===== src/rtl/store_merge_unit.sv =====
// Store path to memory: word stores pass straight through, byte/halfword stores
// read the addressed word and merge the operand into its low bits before writing back.
module store_merge_unit #(
  parameter int unsigned MEM_LATENCY = 1
) (
  input  logic        clk,
  input  logic        reset,
  input  logic        start,
  input  logic [1:0]  store_size_control,
  input  logic [31:0] address,
  input  logic [31:0] b_data,
  input  logic [31:0] mem_data_in,
  output logic [31:0] mem_addr,
  output logic        mem_wr,
  output logic [31:0] mem_data_out,
  output logic        busy,
  output logic        done
);

  localparam logic [3:0] LatLoad = 4'(MEM_LATENCY - 1);

  typedef enum logic [1:0] {
    StIdle,
    StRead,
    StWrite,
    StDone
  } state_e;

  state_e      state_q, state_d;
  logic [31:0] addr_q, addr_d;
  logic [31:0] wdata_q, wdata_d;
  // Only the low halfword of the operand ever reaches memory via the merge path.
  logic [15:0] op_q, op_d;
  logic        half_q, half_d;
  logic [3:0]  cnt_q, cnt_d;

  always_comb begin
    state_d = state_q;
    addr_d  = addr_q;
    wdata_d = wdata_q;
    op_d    = op_q;
    half_d  = half_q;
    cnt_d   = cnt_q;

    unique case (state_q)
      StIdle: begin
        if (start) begin
          addr_d = address;
          op_d   = b_data[15:0];
          half_d = store_size_control[0];
          if (store_size_control[1]) begin
            wdata_d = b_data;
            state_d = StWrite;
          end else begin
            cnt_d   = LatLoad;
            state_d = StRead;
          end
        end
      end
      StRead: begin
        if (cnt_q == 4'd0) begin
          wdata_d = half_q ? {mem_data_in[31:16], op_q}
                           : {mem_data_in[31:8], op_q[7:0]};
          state_d = StWrite;
        end else begin
          cnt_d = cnt_q - 4'd1;
        end
      end
      StWrite: state_d = StDone;
      StDone:  state_d = StIdle;
      default: state_d = StIdle;
    endcase
  end

  always_ff @(posedge clk or negedge reset) begin
    if (!reset) begin
      state_q <= StIdle;
      addr_q  <= '0;
      wdata_q <= '0;
      op_q    <= '0;
      half_q  <= 1'b0;
      cnt_q   <= '0;
    end else begin
      state_q <= state_d;
      addr_q  <= addr_d;
      wdata_q <= wdata_d;
      op_q    <= op_d;
      half_q  <= half_d;
      cnt_q   <= cnt_d;
    end
  end

  // All outputs decode registered state only; no input-to-output paths.
  always_comb begin
    mem_addr     = addr_q;
    mem_data_out = wdata_q;
    mem_wr       = (state_q == StWrite);
    done         = (state_q == StDone);
    busy         = (state_q != StIdle);
  end

endmodule


===== config.mk =====
export PLATFORM = sky130hd
export DESIGN_NAME = store_merge_unit
export DESIGN_NICKNAME = d
export VERILOG_FILES = /design/src/rtl/store_merge_unit.sv
export SDC_FILE = /design/constraint.sdc
export NUM_CORES = 1
export LEC_CHECK = 0
export ABC_AREA = 0
export CORE_UTILIZATION = 49
export CTS_BUF_LIST = sky130_fd_sc_hd__clkbuf_4
export DETAILED_ROUTE_END_ITERATION = 8
export PLACE_DENSITY = 0.88
export SYNTH_ARGS = -nofsm -noshare
export SYNTH_HDL_FRONTEND = slang
export SYNTH_SLANG_ARGS = --single-unit

===== constraint.sdc =====
create_clock -name clk -period 2.8 [get_ports clk]
set_clock_uncertainty 0.1 [all_clocks]
set_input_delay 0.56 -clock clk [delete_from_list [all_inputs] [get_ports clk]]
set_output_delay 0.56 -clock clk [all_outputs]
set_load 0.02 [all_outputs]

==> results.py <==
metrics = {
    "status": {
        "status": "complete, no violations",
    },
    "floorplanning": {
        "initial_utilization_pct": 50.67,
        "core_area_um2": 8763,
        "die_h_um": 97.20,
        "dieArea_um2": 9447,
        "num_rows": 34,
        "pin_count": 168,
        "die_w_um": 97.20,
    },
    "critical_path": {
        "arrival_ns": 1.97,
        "path_buf_inv": 3,
        "cp_top_family": "buffers and inverters",
        "cp.required_ns": 2.14,
        "regToRegStartpoint": "cnt_q[0]",
        "startpoint_type": "flop",
        "critPathSlowestCell": "clkdlybuf4s50_1",
        "path_cells": "inv_1 -> ha_2 -> inv_1 -> clkdlybuf4s50_1",
        "r2r_slack_ns": 0.72,
        "path_max_fanout": 7,
        "cpMostUsedCell": "inv_1",
        "critical_path_class": "flop to output port",
        "crit_path_end_kind": "output port",
        "r2r_cells": 5,
        "cpPeakStageDelay_ns": 0.56,
        "r2r_end": "mem_data_out[12]",
    },
    "sta": {
        "final.setup.tns_ns": 0,
        "setup_viol": 0,
        "clock.fmax_mhz": 380.7,
        "tightest_slew_ns": 0.5246,
        "layout_setup_ws_ns": 0.1730,
        "post-route-period-util_pct": 93.82,
        "grt_setup_unrepaired": "false",
        "period_minus_slack_ns": 2.627,
        "relSlewSlack_pct": 65.03,
        "hold_viol": 0,
        "report.final.slew_viol_count": 0,
        "hold_slack_ns": 0.03267,
    },
    "finish": {
        "seq_area_um2": 2177,
        "stdcell_count": 649,
        "multi_input_area_um2": 2106,
        "area_delta_synth_final_pct": 41.36,
        "fillers": 601,
        "diodes": 0,
        "layout.nets": 645,
        "drive_gt1_share_pct": 16.64,
    },
    "yosys": {
        "synth.avg_cell_area_um2": 11.33,
        "syn-num-nets": 501,
        "yosysWarnings": 0,
        "synthAdderAreaFrac_pct": 2.254,
        "postSynthCellCount": 392,
        "netlist_top_cells_area": "dfrtp_1, mux2_2, a32oi_1",
        "synth_top_family_by_area": "multiplexers",
        "synth_top_area_cell": "dfrtp_1",
        "synth-seq-area-share_pct": 49.03,
        "synth_mux_area_share_pct": 17.61,
        "synth_compound_area_share_pct": 14.79,
        "synthSimpleGateAreaFrac_pct": 12.29,
        "netlist_area_um2": 4441,
        "synth.top_cell.area_share_pct": 49.03,
        "ys_ff_latch": 87,
        "synth_cell_types": 31,
        "synth_xor_area_share_pct": 0,
    },
    "placement": {
        "io_buffer_count": 159,
        "dpl.cell_count": 633,
        "gp_congestion": 0.7356,
        "place_hpwl_mm": 8.051,
        "pre_cts_ws_ns": 0.4863,
    },
    "global_route": {
        "grt_pass1_vias": 4039,
        "grt_max_degree": 88,
        "grt_use_met1_pct": 31.03,
        "grt_overflow": 0,
        "grt_util_met3_pct": 9.568,
        "grt_pass1_wl_mm": 19.60,
        "busiest_layer": "met2",
        "grt_use_total_pct": 25.65,
        "antenna_found_initial": 0,
        "globalRouteMet2Util_pct": 42.80,
    },
    "drt": {
        "vias_per_cell": 5.815,
        "wl_per_cell_um": 18.20,
        "wl_mm": 11.81,
        "drc_errors": 0,
        "dr.pass1.iters": 4,
        "drt.antenna.violating_nets": 0,
        "routed-via-count": 3774,
        "first_iter_violations": 252,
    },
    "cts": {
        "cts_resized": 0,
        "cts_tree": "built",
        "root_buffer": "clkbuf_4",
        "cts_made_buffers": 9,
        "clock_latency_ns": 0.44,
        "clockBufferDepth": 2,
        "cts_max_level": 3,
        "clk_pin_slew_ns": 0.15,
        "cts.sinks": 87,
        "postCtsSetupBuffers": 0,
        "hold_buffers": 0,
    },
    "power_and_ir_drop": {
        "p_sw_mw": 3.063,
        "max-vdd-ir-drop_v": 0.0007071,
        "p_leak_nw": 2.594,
        "seqPwrFrac_pct": 32.1,
        "switching_share_pct": 42.05,
        "p_per_area_nw_per_um2": 1160,
        "internal_power_mw": 4.221,
        "share_clk_of_total_power_pct": 9.9,
        "combinationalPowerShare_pct": 58.0,
    },
    "min_path": {
        "hold_class": "input pin to asynchronous set/reset pin",
    },
    "run": {
        "cap_violations": 0,
    },
}
[layout by cell type, fill, tap and decap left out, types with 2 or more instances in the layout]
cell type	count
clkbuf_4	9
clkdlybuf4s50_1	158
nand3_1	26
nand2b_1	2
and2_1	24
mux2_2	57
nand2_1	2
a32oi_1	24
o21ai_0	25
nor2_1	8
buf_12	2
ha_2	2
mux2i_1	14
o2111ai_1	24
a21oi_1	8
ha_1	6
inv_1	6
nand3b_1	3
buf_4	10
dfrtp_1	87
nor2b_1	24
clkinv_4	2
[per-stage QoR]
stage	power, mW	utilization [%]	instance area, um2
2_1_floorplan	4.826	-	4441
3_3_place_gp	6.374	70.00	6135
3_5_place_dp	6.579	70.00	6135
4_1_cts	7.310	71.60	6275
5_1_grt	7.717	71.63	6277
6_report	7.284	71.63	6277
[worst max path at each step]
| stage | startpoint | to | slack (ns) | depth (start not counted) |
|---|---|---|---|---|
| 6_report | state_q[0] | busy | 0.17 | 4 |
| 5_1_grt | state_q[1] | busy | 0.07 | 4 |
| 4_1_cts | state_q[0] | busy | 0.05 | 4 |
| 3_5_place_dp | start | mem_data_out[12] | 0.49 | 4 |
| 3_3_place_gp | start | mem_data_out[15] | 0.53 | 4 |
| 2_1_floorplan | cnt_q[0] | mem_data_out[10] | 0.90 | 6 |
[state kept, by name, summed over array words and instances, names as in the netlist]
signal / cells
op_q: 16
mem_data_out: 32
state_q: 2
half_q: 1
cnt_q: 4
mem_addr: 32
[power by group through the flow]
stage,registers (mW),clock network (mW),logic [mW]
floorplan,2.84,0,1.99
global placement,2.30,0,4.08
global route,2.42,0.790,4.51
CTS,2.33,0.742,4.23
detailed placement,2.36,0,4.22
finish,2.34,0.722,4.22
[Yosys cell counts]
cell type,number
nor2b_1,25
a21oi_1,8
nand2_1,3
buf_6,1
and2_1,24
a22oi_4,1
buf_1,2
mux2i_1,14
and3_1,1
clkbuf_1,26
a22o_1,1
nand2b_1,2
nor3b_2,1
nand3_1,26
o311a_1,1
nand3b_1,3
inv_1,6
mux2_2,57
or3b_1,1
o2111ai_1,24
dfrtp_1,87
a2bb2oi_1,1
a22oi_1,1
o21ai_0,25
nor3_1,1
buf_2,8
a32oi_1,24
nor2_1,8
a31oi_1,1
o311ai_0,1
ha_1,8
[logic make-up after synthesis]
family	Yosys count
and+or+nand+nor	95
buffers and inverters	43
AOI/OAI and AO/OA	88
DFF	87
muxes	71
adders and majority gates	8
[routing by layer]
metal / up-vias / routed length [um] / share of wire, %
li1: 1741 / - / -
met1: 1856 / 4676 / 40
met2: 162 / 5807 / 49
met3: 15 / 1164 / 9.9
met4: 0 / 161 / 1.4
met5: - / 0 / 0
[area by class of cell]
cell class / instances / area share (%)
Clock buffer: 9 / 1.076
Clock inverter: 7 / 1.156
Inverter: 6 / 0.3588
Multi-Input combinational cell: 262 / 33.55
Sequential cell: 87 / 34.68
Tap cell: 108 / 2.153
Timing Repair Buffer: 170 / 27.03
Note: power is estimated with default switching activity, not from simulation.
